===== src/rtl/pb_ctrl_pkg.sv =====
// pb_ctrl_pkg: shared state type, counter sizing and default constants
// for the time-multiplexed pushbutton controller.
package pb_ctrl_pkg;
   typedef enum logic [1:0] {IDLE, PRESS_WAIT, HELD, RELEASE_WAIT} pb_state_t;
   localparam int DEF_NUM_PB       = 4;
   localparam int DEF_TICK_DIV     = 50000;
   localparam int DEF_DEB_SAMPLES  = 10;
   localparam int DEF_REPEAT_DELAY = 250;
   localparam int DEF_REPEAT_RATE  = 50;
   function automatic int cnt_width(input int deb, input int rpt);
      return $clog2(deb > rpt ? deb : rpt);
   endfunction
endpackage


===== src/rtl/pb_scan_ctrl_if.sv =====
// pb_scan_ctrl_if: button inputs, scan enable and per-button debounced outputs.
interface pb_scan_ctrl_if
   import pb_ctrl_pkg::*;
#(parameter int NUM_PB = DEF_NUM_PB);
   logic              en;
   logic [NUM_PB-1:0] pb_in;
   logic [NUM_PB-1:0] pb_level;
   logic [NUM_PB-1:0] pb_press;
   logic [NUM_PB-1:0] pb_release;
   logic [NUM_PB-1:0] pb_repeat;
   modport master (output en, pb_in, input pb_level, pb_press, pb_release, pb_repeat);
   modport slave (input en, pb_in, output pb_level, pb_press, pb_release, pb_repeat);
endinterface


===== src/rtl/pb_scan_fsm.sv =====
// pb_scan_fsm: combinational debounce/auto-repeat step for the button being visited.
module pb_scan_fsm
   import pb_ctrl_pkg::*;
#(
   parameter int DEB_SAMPLES  = DEF_DEB_SAMPLES,
   parameter int REPEAT_DELAY = DEF_REPEAT_DELAY,
   parameter int REPEAT_RATE  = DEF_REPEAT_RATE,
   parameter int CW           = cnt_width(DEB_SAMPLES, REPEAT_DELAY)
) (
   input  logic          p,
   input  pb_state_t     state,
   input  logic [CW-1:0] cnt,
   output pb_state_t     nstate,
   output logic [CW-1:0] ncnt,
   output logic          press,
   output logic          rel,
   output logic          rpt
);
   localparam logic [CW-1:0] DEB_LAST   = CW'(DEB_SAMPLES - 1);
   localparam logic [CW-1:0] RPT_LAST   = CW'(REPEAT_DELAY - 1);
   localparam logic [CW-1:0] RPT_RELOAD = CW'(REPEAT_DELAY - REPEAT_RATE);
   always_comb begin
      nstate = state;
      ncnt   = cnt + 1'b1;
      press  = 1'b0;
      rel    = 1'b0;
      rpt    = 1'b0;
      case (state)
         IDLE: begin
            nstate = p ? PRESS_WAIT : IDLE;
            ncnt   = p ? CW'(1) : '0;
         end
         PRESS_WAIT:
            if (!p) begin
               nstate = IDLE;
               ncnt   = '0;
            end else if (cnt == DEB_LAST) begin
               nstate = HELD;
               ncnt   = '0;
               press  = 1'b1;
            end
         HELD:
            if (!p) begin
               nstate = RELEASE_WAIT;
               ncnt   = CW'(1);
            end else if (cnt == RPT_LAST) begin
               ncnt = RPT_RELOAD;
               rpt  = 1'b1;
            end
         // a bounce back to pressed restarts the repeat timer without a pulse
         RELEASE_WAIT:
            if (p) begin
               nstate = HELD;
               ncnt   = '0;
            end else if (cnt == DEB_LAST) begin
               nstate = IDLE;
               ncnt   = '0;
               rel    = 1'b1;
            end
         default: begin
            nstate = IDLE;
            ncnt   = '0;
         end
      endcase
   end
endmodule


===== src/rtl/pb_scan_ctrl.sv =====
// pb_scan_ctrl: synchronises all buttons and services one per scan tick through
// a single shared debounce/auto-repeat datapath.
module pb_scan_ctrl
   import pb_ctrl_pkg::*;
#(
   parameter int NUM_PB       = DEF_NUM_PB,
   parameter int TICK_DIV     = DEF_TICK_DIV,
   parameter int DEB_SAMPLES  = DEF_DEB_SAMPLES,
   parameter int REPEAT_DELAY = DEF_REPEAT_DELAY,
   parameter int REPEAT_RATE  = DEF_REPEAT_RATE
) (
   input logic           in_clk,
   input logic           in_rst_n,
   pb_scan_ctrl_if.slave bus
);
   localparam int CW = cnt_width(DEB_SAMPLES, REPEAT_DELAY);
   localparam int DW = $clog2(TICK_DIV);
   localparam int IW = $clog2(NUM_PB);
   logic [NUM_PB-1:0] sync1, sync2, level, press, rel, rpt;
   logic [DW-1:0]     div;
   logic [IW-1:0]     idx;
   pb_state_t         st [NUM_PB];
   logic [CW-1:0]     cnt [NUM_PB];
   pb_state_t         nst;
   logic [CW-1:0]     ncnt;
   logic              tick, f_press, f_rel, f_rpt;
   assign tick = bus.en && div == DW'(TICK_DIV - 1);
   pb_scan_fsm #(
      .DEB_SAMPLES (DEB_SAMPLES),
      .REPEAT_DELAY(REPEAT_DELAY),
      .REPEAT_RATE (REPEAT_RATE),
      .CW          (CW)
   ) u_fsm (
      .p     (~sync2[idx]),
      .state (st[idx]),
      .cnt   (cnt[idx]),
      .nstate(nst),
      .ncnt  (ncnt),
      .press (f_press),
      .rel   (f_rel),
      .rpt   (f_rpt)
   );
   // synchronisers reset to 1 so a released button is seen during reset recovery
   always_ff @(posedge in_clk or negedge in_rst_n)
      if (!in_rst_n) begin
         sync1 <= '1;
         sync2 <= '1;
         div   <= '0;
         idx   <= '0;
         level <= '0;
         press <= '0;
         rel   <= '0;
         rpt   <= '0;
         st    <= '{default: IDLE};
         cnt   <= '{default: '0};
      end else begin
         sync1 <= bus.pb_in;
         sync2 <= sync1;
         press <= '0;
         rel   <= '0;
         rpt   <= '0;
         if (bus.en) div <= tick ? '0 : div + 1'b1;
         if (tick) begin
            idx        <= idx == IW'(NUM_PB - 1) ? '0 : idx + 1'b1;
            st[idx]    <= nst;
            cnt[idx]   <= ncnt;
            press[idx] <= f_press;
            rel[idx]   <= f_rel;
            rpt[idx]   <= f_rpt;
            level[idx] <= f_press | (level[idx] & ~f_rel);
         end
      end
   assign bus.pb_level   = level;
   assign bus.pb_press   = press;
   assign bus.pb_release = rel;
   assign bus.pb_repeat  = rpt;
endmodule


===== src/flat_wrapper.sv =====
// flat-port wrapper written by rule: the top's interface ports become plain ports
module pb_scan_ctrl_flat import pb_ctrl_pkg::*;
#(
   parameter int NUM_PB       = DEF_NUM_PB,
   parameter int TICK_DIV     = DEF_TICK_DIV,
   parameter int DEB_SAMPLES  = DEF_DEB_SAMPLES,
   parameter int REPEAT_DELAY = DEF_REPEAT_DELAY,
   parameter int REPEAT_RATE  = DEF_REPEAT_RATE
)
  (in_clk, in_rst_n, bus_en, bus_pb_in, bus_pb_level, bus_pb_press, bus_pb_release, bus_pb_repeat);
  pb_scan_ctrl_if #(.NUM_PB(NUM_PB)) bus_i ();
  input logic in_clk;
  input logic in_rst_n;
  input wire logic [$bits(bus_i.en)-1:0] bus_en;
  input wire logic [$bits(bus_i.pb_in)-1:0] bus_pb_in;
  output wire logic [$bits(bus_i.pb_level)-1:0] bus_pb_level;
  output wire logic [$bits(bus_i.pb_press)-1:0] bus_pb_press;
  output wire logic [$bits(bus_i.pb_release)-1:0] bus_pb_release;
  output wire logic [$bits(bus_i.pb_repeat)-1:0] bus_pb_repeat;
  assign bus_i.en = bus_en;
  assign bus_i.pb_in = bus_pb_in;
  assign bus_pb_level = bus_i.pb_level;
  assign bus_pb_press = bus_i.pb_press;
  assign bus_pb_release = bus_i.pb_release;
  assign bus_pb_repeat = bus_i.pb_repeat;
  pb_scan_ctrl #(.NUM_PB(NUM_PB), .TICK_DIV(TICK_DIV), .DEB_SAMPLES(DEB_SAMPLES), .REPEAT_DELAY(REPEAT_DELAY), .REPEAT_RATE(REPEAT_RATE)) u_core (.in_clk(in_clk), .in_rst_n(in_rst_n), .bus(bus_i));
endmodule

===== config.mk =====
export PLATFORM = sky130hd
export DESIGN_NAME = pb_scan_ctrl_flat
export DESIGN_NICKNAME = d
export VERILOG_FILES = /design/src/rtl/pb_ctrl_pkg.sv /design/src/rtl/pb_scan_ctrl_if.sv /design/src/rtl/pb_scan_fsm.sv /design/src/rtl/pb_scan_ctrl.sv /design/src/flat_wrapper.sv
export SDC_FILE = /design/constraint.sdc
export NUM_CORES = 1
export LEC_CHECK = 0
export ABC_AREA = 0
export ABC_CLOCK_PERIOD_IN_PS = 3300
export CORE_ASPECT_RATIO = 1.1
export CORE_UTILIZATION = 60
export CTS_BUF_LIST = sky130_fd_sc_hd__clkbuf_8
export DETAILED_ROUTE_END_ITERATION = 8
export HOLD_SLACK_MARGIN = 0.06
export PLACE_DENSITY = 0.9
export REMOVE_ABC_BUFFERS = 1
export SLEW_MARGIN = 30
export SYNTH_ARGS = -nofsm -noshare
export SYNTH_HDL_FRONTEND = slang
export SYNTH_SLANG_ARGS = --single-unit
export TNS_END_PERCENT = 5

===== constraint.sdc =====
create_clock -name in_clk -period 3.3 [get_ports in_clk]
set_input_delay 0.495 -clock in_clk [delete_from_list [all_inputs] [get_ports in_clk]]
set_output_delay 0.495 -clock in_clk [all_outputs]
set_load 0.1 [all_outputs]

==> impl_results.html <==
<table>
<tr><th>Metric</th><th>Value</th></tr>
<tr><th colspan="2">STA</th></tr>
<tr><td>Clock skew</td><td>12.5 ps</td></tr>
<tr><td>Tightest slew margin relative to the limit</td><td>34.6%</td></tr>
<tr><td>Setup repair after global routing missed its margin</td><td>false</td></tr>
<tr><td>Maximum achievable frequency</td><td>0.349 GHz</td></tr>
<tr><td>Slew Limit Fails</td><td>0</td></tr>
<tr><td>Worst slew pin tran</td><td>977 ps</td></tr>
<tr><td>Number of hold-slack violations in the final timing report</td><td>0</td></tr>
<tr><td>Setup TNS</td><td>0 ps</td></tr>
<tr><td>Crit path time final</td><td>2860 ps</td></tr>
<tr><td>Setup Viol. Count Final</td><td>0</td></tr>
<tr><td>Ratio of final minimum period to clock period</td><td>86.8%</td></tr>
<tr><th colspan="2">Floorplan</th></tr>
<tr><td>I/O pin total</td><td>23</td></tr>
<tr><td>Die Wd</td><td>77.0 µm</td></tr>
<tr><td>Placeable core region</td><td>0.00588 mm²</td></tr>
<tr><td>Cell Rows</td><td>29</td></tr>
<tr><td>Initial Utilization</td><td>63.2%</td></tr>
<tr><td>Chip Height</td><td>84.5 µm</td></tr>
<tr><td>Area enclosed by the die boundary</td><td>0.00651 mm²</td></tr>
<tr><th colspan="2">Yosys</th></tr>
<tr><td>Synth warnings</td><td>0</td></tr>
<tr><td>Sequential fraction of the synthesis area</td><td>55.5%</td></tr>
<tr><td>Per-instance average area after synthesis</td><td>12.0 µm²</td></tr>
<tr><td>Count of state elements after synthesis</td><td>82</td></tr>
<tr><td>Synth Cell Area</td><td>0.00372 mm²</td></tr>
<tr><td>Post-synth EDFFs</td><td>0</td></tr>
<tr><td>Prevailing post-synth register cell</td><td>sky130_fd_sc_hd__dfrtp_1</td></tr>
<tr><td>Largest area contributor in the netlist</td><td>sky130_fd_sc_hd__dfrtp_1</td></tr>
<tr><td>Instance count of the mapped netlist</td><td>310</td></tr>
<tr><td>Top cells by area, synth</td><td>sky130_fd_sc_hd__dfrtp_1 (50%), sky130_fd_sc_hd__mux4_2 (7.3%), sky130_fd_sc_hd__dfstp_2 (5.7%)</td></tr>
<tr><td>Async SR Flop Fraction</td><td>100%</td></tr>
<tr><td>Fraction of post-synthesis cell area in the top cell type by area</td><td>49.8%</td></tr>
<tr><td>Number of distinct standard cells referenced by the synthesized netlist</td><td>37</td></tr>
<tr><th colspan="2">Power</th></tr>
<tr><td>Lkg Pwr</td><td>1.85 nW</td></tr>
<tr><td>Power density over the cells</td><td>489 mW/mm²</td></tr>
<tr><td>Worst VDD drop</td><td>0.000482 V</td></tr>
<tr><th colspan="2">Finish</th></tr>
<tr><td>Commonest cells after routing, fill and taps aside</td><td>sky130_fd_sc_hd__dfrtp_1 (74), sky130_fd_sc_hd__nand2_1 (45), sky130_fd_sc_hd__nor2_1 (28), sky130_fd_sc_hd__o31ai_1 (26), sky130_fd_sc_hd__clkdlybuf4s50_1 (21)</td></tr>
<tr><td>Registers with the most flip-flops</td><td>u_core.cnt (32), u_core.div (16), u_core.st (8)</td></tr>
<tr><td>Number of nets at the end of the flow</td><td>348</td></tr>
<tr><td>Register cell area after layout</td><td>0.00206 mm²</td></tr>
<tr><td>Layout overhead on the synthesized area</td><td>14.1%</td></tr>
<tr><td>Number of fill cells</td><td>392</td></tr>
<tr><td>Number of antenna cells inserted</td><td>0</td></tr>
<tr><td>Most common library cell in the layout ignoring fill and taps</td><td>sky130_fd_sc_hd__dfrtp_1</td></tr>
<tr><td>Number of flip-flops under the largest register name</td><td>32</td></tr>
<tr><td>Area of the multi-input gates</td><td>0.00154 mm²</td></tr>
<tr><td>Fraction of final layout cells sized beyond drive strength 1</td><td>19.5%</td></tr>
<tr><td>Largest reg by FF count</td><td>u_core.cnt</td></tr>
<tr><td>Core occupancy in the finished layout</td><td>72.1%</td></tr>
<tr><th colspan="2">Clocking</th></tr>
<tr><td>Sinks on Clock Net</td><td>82</td></tr>
<tr><td>Number of buffers inserted during clock tree synthesis</td><td>9</td></tr>
<tr><td>Clock transition at the registers of the reported paths</td><td>70 ps</td></tr>
<tr><td>Hold Buf Count CTS</td><td>0</td></tr>
<tr><td>Later-pin clock latency in the skew report</td><td>360 ps</td></tr>
<tr><td>Number of gates resized after CTS</td><td>0</td></tr>
<tr><td>Clock tree buffer depth</td><td>2</td></tr>
<tr><td>CTS root buf</td><td>sky130_fd_sc_hd__clkbuf_8</td></tr>
<tr><td>Max H-tree Level</td><td>3</td></tr>
<tr><td>Buffers inserted during post-CTS setup optimization</td><td>0</td></tr>
<tr><td>Clock tree from TritonCTS</td><td>done</td></tr>
<tr><th colspan="2">GRT</th></tr>
<tr><td>Via count of the first global-routing pass</td><td>2558</td></tr>
<tr><td>Total grt overflow</td><td>0</td></tr>
<tr><td>Wire length of the first global-routing pass</td><td>12000 µm</td></tr>
<tr><td>Number of antenna violations at the first check in global routing</td><td>0</td></tr>
<tr><td>Largest net degree at the start of global routing</td><td>83</td></tr>
<tr><td>GRT Overall Usage</td><td>24.3%</td></tr>
<tr><th colspan="2">Worst setup path</th></tr>
<tr><td>Critical path data arrival time</td><td>3070 ps</td></tr>
<tr><td>Setup crit end kind</td><td>flop</td></tr>
<tr><td>Crit Path Max Fanout</td><td>16</td></tr>
<tr><td>Family with the most delay on the worst path</td><td>compound AO/OA/AOI/OAI gates</td></tr>
<tr><td>Biggest cell delay along the critical path</td><td>600 ps</td></tr>
<tr><td>CP most frequent cell</td><td>sky130_fd_sc_hd__inv_1</td></tr>
<tr><td>Critical Path Slowest Stage Cell</td><td>sky130_fd_sc_hd__dfrtp_1</td></tr>
<tr><td>Launching element type of the critical path</td><td>flop</td></tr>
<tr><td>Series of cell instances along the critical path</td><td>mux4_2 &gt; inv_1 &gt; ha_1 &gt; inv_1 &gt; or3b_1 &gt; o211ai_1 &gt; o21a_2 &gt; o31ai_1</td></tr>
<tr><td>Critical setup path kind</td><td>reg -&gt; reg</td></tr>
<tr><td>Bufs and invs on worst path</td><td>2</td></tr>
<tr><td>Required time at the worst-slack endpoint</td><td>3500 ps</td></tr>
<tr><th colspan="2">Detailed routing</th></tr>
<tr><td>Total via count in the routed design</td><td>2450</td></tr>
<tr><td>DRC violations left</td><td>0</td></tr>
<tr><td>Avg Vias per Cell</td><td>5.89</td></tr>
<tr><td>Wire length per cell</td><td>16.2 µm</td></tr>
<tr><td>Post-detailed-route count of antenna-violating nets</td><td>0</td></tr>
<tr><td>Drt first pass iters</td><td>4</td></tr>
<tr><td>Detailed Route Iter0 Violations</td><td>203</td></tr>
<tr><td>Drt total wl</td><td>6760 µm</td></tr>
<tr><th colspan="2">Place</th></tr>
<tr><td># port buffers</td><td>22</td></tr>
<tr><td>Final GP Congestion</td><td>0.808</td></tr>
<tr><td>Post-DP HPWL</td><td>4510 µm</td></tr>
<tr><th colspan="2">Flow run</th></tr>
<tr><td>Max Cap Viol</td><td>0</td></tr>
<tr><th colspan="2">Outcome</th></tr>
<tr><td>Result of the run</td><td>finished clean</td></tr>
<tr><th colspan="2">Hold path</th></tr>
<tr><td>Hold WC Path Type</td><td>in -&gt; async</td></tr>
</table>
cell type report:
cell class | instances | share of cell area (%)
multi-input combinational | 204 | 36.4
sequential | 82 | 48.6
tap | 77 | 2.27
inverter | 9 | 0.797
clock inverter | 4 | 1.71
timing repair buffer | 28 | 6.29
clock buffer | 12 | 3.89
final timing paths:
kind	startpoint	to	slack, ps	cells past startpoint
setup / recovery	u_core.idx[0]	u_core.cnt[29]	440	8
hold / removal	in_rst_n	u_core.cnt[14]	160	1
setup reg to reg	u_core.idx[0]	u_core.cnt[29]	440	8
hold reg to reg	u_core.sync1[0]	u_core.sync2[0]	360	0
max in group asynchronous	in_rst_n	u_core.cnt[25]	2650	1
min in group in_clk	u_core.sync1[0]	u_core.sync2[0]	360	0
worst register-to-register path, cell delays in order (launching register included):
cell and delay, ps:
sky130_fd_sc_hd__dfrtp_1 600, sky130_fd_sc_hd__mux4_2 600, sky130_fd_sc_hd__inv_1 80, sky130_fd_sc_hd__ha_1 140, sky130_fd_sc_hd__inv_1 50, sky130_fd_sc_hd__or3b_1 450
sky130_fd_sc_hd__o211ai_1 270, sky130_fd_sc_hd__o21a_2 390, sky130_fd_sc_hd__o31ai_1 140
cell usage after synthesis (2+ instances only):
| master | count |
|---|---|
| sky130_fd_sc_hd__inv_1 | 9 |
| sky130_fd_sc_hd__nor4bb_1 | 2 |
| sky130_fd_sc_hd__dfrtp_1 | 74 |
| sky130_fd_sc_hd__o211ai_1 | 3 |
| sky130_fd_sc_hd__nand3_1 | 9 |
| sky130_fd_sc_hd__a21oi_1 | 2 |
| sky130_fd_sc_hd__ha_1 | 7 |
| sky130_fd_sc_hd__clkbuf_1 | 10 |
| sky130_fd_sc_hd__nand2_1 | 45 |
| sky130_fd_sc_hd__nor3_1 | 2 |
| sky130_fd_sc_hd__mux2_2 | 17 |
| sky130_fd_sc_hd__dfstp_2 | 8 |
| sky130_fd_sc_hd__buf_6 | 2 |
| sky130_fd_sc_hd__mux4_2 | 12 |
| sky130_fd_sc_hd__xnor2_1 | 13 |
| sky130_fd_sc_hd__xor2_1 | 8 |
| sky130_fd_sc_hd__nand4_1 | 6 |
| sky130_fd_sc_hd__o31ai_1 | 26 |
| sky130_fd_sc_hd__o21ai_0 | 6 |
| sky130_fd_sc_hd__and4_1 | 5 |
| sky130_fd_sc_hd__nor2_1 | 28 |
stage by stage:
stage,total power (W),std cells,instance area [µm²],hold slack [ps],setup WS (ps)
2_1_floorplan,0.00120,295,3640,199,461
3_3_place_gp,0.00125,400,4000,346,527
3_5_place_dp,0.00126,400,4000,347,400
4_1_cts,0.00209,416,4240,329,420
5_1_grt,0.00216,416,4240,224,208
6_report,0.00207,416,4240,158,436
per-layer routing:
metal / GRT usage [%] / vias up / routed length [µm]
met5: 0 / - / 0
met4: 10.5 / 0 / 124
li1: - / 1145 / -
met2: 41.3 / 67 / 3510
met1: 30.3 / 1227 / 2860
met3: 4.89 / 11 / 265
cells by family after synthesis:
family	after synthesis	share of synthesized area, %
simple gates	106	14.0
flops	82	55.5
compound gates	41	7.85
mux	29	12.4
buf+inv	24	2.96
xor+xnor	21	4.95
fa+ha+maj	7	2.36
power by group:
| group | leakage, nW | internal, W | total (W) | switching [W] |
|---|---|---|---|---|
| Clock | 0.119 | 0.000487 | 0.000831 | 0.000344 |
| Combinational | 0.643 | 0.0000593 | 0.000127 | 0.0000674 |
| Sequential | 1.09 | 0.00106 | 0.00111 | 0.0000572 |
(Power assumes the default switching activity.)
